===== src/rtl/imem_loader_pkg.sv =====
// Shared pipeline package: instruction-code constants plus the program loader's
// state encoding and frame-field widths.
`default_nettype none

package imem_loader_pkg;

  localparam logic [3:0] ICODE_HALT   = 4'h0;
  localparam logic [3:0] ICODE_NOP    = 4'h1;
  localparam logic [3:0] ICODE_RRMOVQ = 4'h2;
  localparam logic [3:0] ICODE_IRMOVQ = 4'h3;
  localparam logic [3:0] ICODE_RMMOVQ = 4'h4;
  localparam logic [3:0] ICODE_MRMOVQ = 4'h5;
  localparam logic [3:0] ICODE_OPQ    = 4'h6;
  localparam logic [3:0] ICODE_JXX    = 4'h7;
  localparam logic [3:0] ICODE_CALL   = 4'h8;
  localparam logic [3:0] ICODE_RET    = 4'h9;
  localparam logic [3:0] ICODE_PUSHQ  = 4'hA;
  localparam logic [3:0] ICODE_POPQ   = 4'hB;

  // Frame length field is a 16-bit little-endian byte count.
  localparam int LEN_W = 16;

  typedef enum logic [2:0] {
    ST_IDLE   = 3'd0,
    ST_LEN_LO = 3'd1,
    ST_LEN_HI = 3'd2,
    ST_DATA   = 3'd3,
    ST_CSUM   = 3'd4,
    ST_DONE   = 3'd5,
    ST_ERR    = 3'd6
  } load_state_t;

  function automatic logic is_stream_state(input load_state_t s);
    return (s == ST_LEN_LO) || (s == ST_LEN_HI) || (s == ST_DATA) || (s == ST_CSUM);
  endfunction

endpackage

`default_nettype wire


===== src/rtl/imem_loader.sv =====
// Byte-stream program loader: parses LEN/payload/CSUM frames, writes the payload
// into byte-wide instruction memory and holds the CPU until a load succeeds.
`default_nettype none

module imem_loader
  import imem_loader_pkg::*;
#(
  parameter int ADDR_W = 10   // must stay below LEN_W
) (
  input  logic              clk,
  input  logic              rst_n,
  input  logic              start,
  input  logic              in_valid,
  input  logic [7:0]        in_data,
  output logic              in_ready,
  output logic              wr_en,
  output logic [ADDR_W-1:0] wr_addr,
  output logic [7:0]        wr_data,
  output logic              cpu_hold,
  output logic              load_done,
  output logic              load_err
);

  // 2^ADDR_W expressed at length-field width plus one bit.
  localparam logic [LEN_W:0] MAX_LEN = {{(LEN_W-ADDR_W){1'b0}}, 1'b1, {ADDR_W{1'b0}}};
  localparam logic [ADDR_W:0] CNT_ONE = {{ADDR_W{1'b0}}, 1'b1};

  load_state_t      state;
  load_state_t      state_nx;
  logic [7:0]       len_lo;
  logic [LEN_W-1:0] len;
  logic [ADDR_W:0]  cnt;
  logic [7:0]       xsum;

  logic             xfer;
  logic [LEN_W-1:0] len_rx;
  logic             len_over;
  logic             len_zero;
  logic [ADDR_W:0]  cnt_inc;
  logic             last_byte;
  logic             csum_ok;

  assign in_ready  = is_stream_state(state);
  assign xfer      = in_valid & in_ready;
  assign len_rx    = {in_data, len_lo};
  assign len_over  = {1'b0, len_rx} > MAX_LEN;
  assign len_zero  = (len_rx == '0);
  assign cnt_inc   = cnt + CNT_ONE;
  assign last_byte = ({{(LEN_W-ADDR_W){1'b0}}, cnt_inc} == {1'b0, len});
  assign csum_ok   = (in_data == xsum);

  always_ff @(posedge clk or negedge rst_n) begin
    if (!rst_n) begin
      state <= ST_IDLE;
    end else begin
      state <= state_nx;
    end
  end

  always_comb begin
    state_nx = state;
    case (state)
      ST_IDLE, ST_DONE, ST_ERR: if (start) state_nx = ST_LEN_LO;
      ST_LEN_LO: if (xfer) state_nx = ST_LEN_HI;
      ST_LEN_HI: begin
        if (xfer) begin
          if (len_over)      state_nx = ST_ERR;
          else if (len_zero) state_nx = ST_CSUM;
          else               state_nx = ST_DATA;
        end
      end
      ST_DATA: if (xfer && last_byte) state_nx = ST_CSUM;
      ST_CSUM: if (xfer) state_nx = csum_ok ? ST_DONE : ST_ERR;
      default: state_nx = ST_IDLE;
    endcase
  end

  // Write strobe is a registered single-cycle pulse following each payload transfer.
  always_ff @(posedge clk or negedge rst_n) begin
    if (!rst_n) begin
      len_lo    <= '0;
      len       <= '0;
      cnt       <= '0;
      xsum      <= '0;
      wr_en     <= 1'b0;
      wr_addr   <= '0;
      wr_data   <= '0;
      cpu_hold  <= 1'b1;
      load_done <= 1'b0;
      load_err  <= 1'b0;
    end else begin
      wr_en <= 1'b0;
      case (state)
        ST_IDLE, ST_DONE, ST_ERR: begin
          if (start) begin
            load_done <= 1'b0;
            load_err  <= 1'b0;
            cpu_hold  <= 1'b1;
          end
        end
        ST_LEN_LO: if (xfer) len_lo <= in_data;
        ST_LEN_HI: begin
          if (xfer) begin
            len  <= len_rx;
            cnt  <= '0;
            xsum <= '0;
            if (len_over) load_err <= 1'b1;
          end
        end
        ST_DATA: begin
          if (xfer) begin
            wr_en   <= 1'b1;
            wr_addr <= cnt[ADDR_W-1:0];
            wr_data <= in_data;
            cnt     <= cnt_inc;
            xsum    <= xsum ^ in_data;
          end
        end
        ST_CSUM: begin
          if (xfer) begin
            if (csum_ok) begin
              load_done <= 1'b1;
              cpu_hold  <= 1'b0;
            end else begin
              load_err  <= 1'b1;
            end
          end
        end
        default: ;
      endcase
    end
  end

endmodule

`default_nettype wire


===== config.mk =====
export PLATFORM = sky130hd
export DESIGN_NAME = imem_loader
export DESIGN_NICKNAME = d
export VERILOG_FILES = /design/src/rtl/imem_loader_pkg.sv /design/src/rtl/imem_loader.sv
export SDC_FILE = /design/constraint.sdc
export NUM_CORES = 1
export LEC_CHECK = 0
export ABC_AREA = 1
export BUFFER_PORTS_ARGS = -buffer_cell sky130_fd_sc_hd__buf_2
export CAP_MARGIN = 10
export CORE_MARGIN = 2
export CORE_UTILIZATION = 30
export DETAILED_ROUTE_END_ITERATION = 10
export GPL_TIMING_DRIVEN = 0
export MAX_ROUTING_LAYER = met4
export PLACE_DENSITY = 0.46
export SKIP_CTS_REPAIR_TIMING = 1
export SLEW_MARGIN = 20
export SYNTH_ARGS = -nofsm -noshare
export SYNTH_HDL_FRONTEND = slang
export SYNTH_SLANG_ARGS = --single-unit

===== constraint.sdc =====
create_clock -name clk -period 5.3 [get_ports clk]
set_input_delay 1.06 -clock clk [delete_from_list [all_inputs] [get_ports clk]]
set_output_delay 1.06 -clock clk [all_outputs]
set_load 0.005 [all_outputs]

# --- Word level (Yosys, flattened, before mapping) ---
# Index checks and enable logic that the tools add are counted.
classes:
  add_sub_neg: 1
  magnitude_cmp: 1
  eq_ne: 17
  mux: 30
  bitwise_logic: 2
  n_reduce_logical: 17
op_table:
  columns: ["cell", "count"]
  rows:
  - ["11-bit two-way mux", 2]
  - ["11-bit one-hot mux with 2 select lines", 1]
  - ["3-bit two-way mux", 7]
  - ["11-bit by 16-bit equality test with 1-bit output", 1]
  - ["16-bit by 11-bit > comparator with 1-bit output (second input constant)", 1]
  - ["16-bit zero test", 1]
  - ["8-bit two-way mux", 2]
  - ["2-bit inequality test (second input constant)", 8]
  - ["8-bit one-hot mux with 2 select lines", 1]
  - ["3-bit one-hot mux with 5 select lines", 1]
  - ["1-bit two-way mux", 12]
  - ["11-bit by 1-bit adder with 11-bit output (second input constant)", 1]
  - ["3-bit equality test (second input constant)", 3]
  - ["8-bit equality test", 1]
  - ["8-bit bitwise XOR", 1]
  - ["3-bit by 2-bit equality test with 1-bit output (second input constant)", 2]
  - ["2-bit AND reduction", 3]
  - ["6-bit AND reduction", 1]
  - ["5-bit AND reduction", 1]
  - ["1-bit one-hot mux with 2 select lines", 2]
  - ["4-bit AND reduction", 1]
  - ["2-bit nonzero test", 2]
  - ["3-bit by 1-bit equality test with 1-bit output (second input constant)", 1]
  - ["3-bit zero test", 1]
  - ["other kinds (9)", 11]
word_totals:
  register_bits: 68
  inputBits: 12
  out_inout_bits: 23

# --- Logic depth before layout (Yosys ltp) ---
depth:
  word_depth: 8
  mapped_depth: 15

# --- Worst setup path after synthesis ---
# Ideal clock, no wire load.
synth_timing:
  kind: "input-to-reg"
  start: "in in_data[3]"
  end: "reg load_done"
  setup_time_ns: 0.116
  t_arrival_ns: 2.054
  required_time_ns: 5.184
  setup_slack_ns: 3.129
  cell_stages: 7
  path_buffers: 0
  cell_sequence: "xor2_1 nor4_1 nand3_1 a21oi_2 inv_2 nand2_1 nand2_1"
synth_between:
  elab_chain_cells: 3
synth_lines:
  columns: ["element", "line_no", "source"]
  rows:
  - ["from (decl)", "imem_loader.sv:14", "input logic [7:0] in_data,"]
  - ["8-bit equality test", "imem_loader.sv:50", "assign csum_ok = (in_data == xsum);"]
  - ["2-bit inequality test (no source line)", null, null]
  - ["4-bit AND reduction (no source line)", null, null]
  - ["to (signal assigned)", "imem_loader.sv:89", "load_done <= 1'b0;"]
  - ["to (signal assigned)", "imem_loader.sv:96", "load_done <= 1'b0;"]
  - ["to (signal assigned)", "imem_loader.sv:122", "load_done <= 1'b1;"]
  - ["to (decl)", "imem_loader.sv:20", "output logic load_done,"]
# No other way between the ends.
# A chain may end at the register's enable or synchronous reset.

# --- Worst setup path in the final report ---
layout_timing:
  start: "reg state[2]"
  end: "out in_ready"
layout_between:
  elab_chain_cells: 4
layout_lines:
  columns: ["element", "line_no", "source"]
  rows:
  - ["from (decl)", "imem_loader.sv:28", "load_state_t state;"]
  - ["from (signal assigned)", "imem_loader.sv:56", "state <= state_nx;"]
  - ["3-bit by 1-bit equality test with 1-bit output / 3-bit by 2-bit equality test with 1-bit output (equally long branches)", "imem_loader_pkg.sv:34", "return (s == ST_LEN_LO) || (s == ST_LEN_HI) || (s == ST_DATA) || (s == ST_CSUM);"]
  - ["1-bit logical OR (2 in series)", "imem_loader_pkg.sv:34", null]
  - ["1-bit logical OR *", "imem_loader_pkg.sv:34", null]
  - ["to (decl)", "imem_loader.sv:15", "output logic in_ready,"]
# Every way passes the cells marked *; elsewhere a longest branch is shown, timed or not.

==> qor_table.md <==
| Step | Quantity | This run |
|:---|:---|:---|
| run status | Result of the run | finished clean |
| die | Starting utilization of the core area | 0.306 |
| sta | Final setup vio count | 0 |
| worst setup path | Buf+Inv Stages, Crit Path | 3 |
| final layout | Number of nets in the finished design | 478 |
| min path | Worst Hold End | load_done |
| sta | Share of the clock period used by the worst path after layout | 0.487 |
| synthesis | Mapped cell area | 3320 sq um |
| grt | First-pass GRT wire length | 13.7 mm |
| synthesis | Most used flip-flop cell after synthesis | dfrtp_1 |
| die | Height of the chip | 109 um |
| worst setup path | Capture point of the worst reg-to-reg path | state[1] |
| worst setup path | Required time at the endpoint of the critical path | 4.24 ns |
| grt | Combined global-route utilization of all metal layers | 0.157 |
| synthesis | Synthesized net count | 432 |
| worst setup path | Library cell appearing most often on the critical path | inv_2 |
| final layout | Fill cell instance count of the final layout | 1169 |
| synthesis | Dominant cells by area after synthesis | dfrtp_1 50%, nand2_1 14%, nand3_1 6.5% |
| synthesis | Share of the synthesized area in the top cell type | 0.505 |
| run | Max_cap viols | 0 |
| sta | Final sum of negative setup slack | 0 ns |
| synthesis | Part of the Yosys area used for sequential elements | 0.513 |
| clock network | Number of sinks on the clock net | 68 |
| synthesis | Synth Instances | 419 |
| final layout | Combined area of the multi-input logic cells | 1380 sq um |
| sta | Worst hold-check slack | 0.470 ns |
| sta | Max-slew violation count | 0 |
| sta | Crit path time final | 2.58 ns |
| synthesis | Number of warnings reported in the yosys synthesis log | 0 |
| clock network | TritonCTS clock tree | yes |
| worst setup path | WP data arrival | 1.52 ns |
| die | # IOs | 35 |
| die | Horizontal die dimension | 109 um |
| placed design | Number of port buffers | 34 |
| synthesis | EDFF count, synth | 0 |
| final layout | Fraction of the core area covered by cells at the end of the flow | 0.360 |
| min path | Hold Path Stages | 2 |
| clock network | Later-pin clock latency in the skew report | 0.35 ns |
| sta | Final setup slack of the worst path | 2.72 ns |
| sta | Final setup skew | 0.00921 ns |
| min path | Worst min-delay path category | reg2reg |
| clock network | Clk slew on worst S/H paths | 0.08 ns |
| die | Placeable core region | 10800 sq um |
| min path | Start point of the worst min-delay path | load_done |
| detailed routing | Drt first pass iters | 4 |
| clock network | Number of buffers on the longest clock path | 2 |
| worst setup path | Critical-path cell list | inv_2 > nor3_2 > inv_2 > nand2_1 > buf_2 |
| detailed routing | Post-detailed-route count of antenna-violating nets | 0 |
| synthesis | Count leader, synth | nand2_1 |
| worst setup path | Number of cells traversed by the worst register-to-register path | 14 |
| final layout | Area growth, synth to finish | 17.6% |
| synthesis | Mapped Avg Cell Area | 7.93 sq um |
| die | Number of standard-cell rows in the floorplan | 38 |
| sta | RSZ-0062 raised after global routing | no |
| detailed routing | Remaining routing DRC violations | 0 |
| placed design | Sum of net half-perimeters after detailed placement | 6.23 mm |
| final layout | Ant. Diodes | 0 |
| placed design | Global placement routability congestion | 0.785 |
| clock network | H-tree depth | 3 |
| detailed routing | WL final | 8.41 mm |
| synthesis | Number of synthesized register bits | 68 |
| die | Die Footprint | 11900 sq um |
| grt | Number of antenna violations at the first check in global routing | 0 |
| sta | Worst Max-Slew Pin Slew | 0.600 ns |
| worst setup path | Reg2reg start | cnt[0] |
| grt | Sum of overflow across all layers after global routing | 0 |
| synthesis | Cell accounting for the most synthesized area | dfrtp_1 |
| detailed routing | Routed WL per cell | 13.8 um |
| sta | Final hold violation count | 0 |
| detailed routing | Routed vias/inst | 4.68 |
| worst setup path | Startpoint class of the critical path | register |
| worst setup path | Flop2flop setup slack | 3.32 ns |
| worst setup path | Startpoint-to-endpoint class of the critical path | reg2out |
| worst setup path | Maximum fanout along the worst path | 7 |
| grt | Maximum number of pins on one net before global-route repair | 46 |
| worst setup path | Slowest cell on the critical path | dfrtp_1 |
| worst setup path | Largest stage delay, worst path | 0.50 ns |
| placed design | Post-placement setup slack | 2.77 ns |
| synthesis | Proportion of register bits with asynchronous set or reset after synthesis | 1.00 |
| worst setup path | Kind of end point of the critical path | output port |
| clock network | Clock tree root buffer cell | clkbuf_8 |
| pwr | PD cells | 530 nW/um^2 |
| detailed routing | Via total after detailed routing | 2853 |
| pwr | Peak ir drop on the vdd network | 141 uV |
| pwr | Leakage component of the power | 1.95 nW |
| synthesis | Synth cell count leaders | 125 x nand2_1, 67 x dfrtp_1, 43 x nand3_1 |
| worst setup path | Category of cells accounting for the largest share of critical-path delay | flip-flops |
| sta | Peak clock frequency supported by timing | 0.387 GHz |
| synthesis | Library cells used by synthesis | 32 |
| clock network | Num CTS Buffers | 9 |
| sta | Worst relative slew slack | 0.600 |
| final layout | Share of post-route cells with drive strength above 1 | 0.160 |
| detailed routing | Detailed router's first-iteration violation count | 142 |
| final layout | Sequential standard cell area | 1700 sq um |
| grt | Via count of the first global-routing pass | 2718 |
## where the power goes
group,switching [mW],internal (mW)
sequential,0.144,0.727
combinational,0.456,0.289
clock,0.211,0.244
total,0.811,1.26
## per-stage QoR
| stage | instances | total power, mW | instance area, sq um |
|---|---|---|---|
| after CTS | 610 | 2.10 | 3910 |
| after global routing | 610 | 2.27 | 3910 |
| after detailed placement | 594 | 1.63 | 3700 |
| final | 610 | 2.07 | 3910 |
| after floorplan | 419 | 1.38 | 3320 |
| after global placement | 593 | 1.61 | 3670 |
## cell families after synthesis
logic type | count (synthesis) | synth area share
compound gates | 62 | 0.0983
xor+xnor | 9 | 0.0237
fa+ha+maj | 1 | 0.00377
buf+inv | 62 | 0.0712
flops | 68 | 0.513
simple gates | 217 | 0.290
## sequential cells by signal, indices dropped and copies added (netlist names)
register / cells
cnt: 11
xsum: 8
len_lo: 8
wr_en: 1
wr_data: 8
wr_addr: 10
load_err: 1
state: 3
load_done: 1
cpu_hold: 1
len: 16
## worst max path at each step
stage	start	end	depth (start not counted)	slack, ns
floorplan	in_data[3]	load_done	7	3.13
global placement	rst_n	load_err	1	2.73
detailed placement	in_data[7]	load_done	9	2.77
CTS	state[2]	in_ready	5	2.68
global route	state[2]	in_ready	5	2.56
finish	state[2]	in_ready	5	2.72
## per-layer routing
layer	track usage	share of wire
met5	-	0
met4	0.0678	0.021
met3	0.0233	0.030
met2	0.244	0.47
met1	0.206	0.48
## worst reg2reg max path, stage by stage, from the launching register on
cell and delay [ns]:
dfrtp_1 0.46, ha_1 0.33, inv_1 0.06, nand2_1 0.06, nand2_1 0.04, nor2_1 0.12
nand3_1 0.10, nor2_1 0.12, nand4_1 0.12, nor2_1 0.11, nand2_1 0.09, nand2_2 0.11
nand2_2 0.06, nand2_1 0.05, nand2_1 0.05
## layout make-up
cell class,count,share of cell area
plain buffers,12,0.0125
clock buffers,11,0.0387
clock inverters,5,0.0150
inverters,50,0.0480
multi-input cells,289,0.354
flip-flops and latches,68,0.436
well taps,140,0.0448
repair buffers,35,0.0512
## placed cells by master (no fill, tap or decap), types with 2 or more instances in the layout
cell and instances:
inv_1 41, clkbuf_1 11, nand4_1 6, xor2_1 9, inv_2 8, nor4_1 2, nand3b_1 2, o21ai_0 41
nand2_1 125, dfrtp_1 67, buf_4 2, nand3_1 43, nand2_2 6, clkinvlp_4 2, clkbuf_8 11, buf_2 33
o21ai_1 11, o22ai_1 6, nor2_1 23, nor2_4 2
No activity file was read; power rests on OpenSTA's default activity.
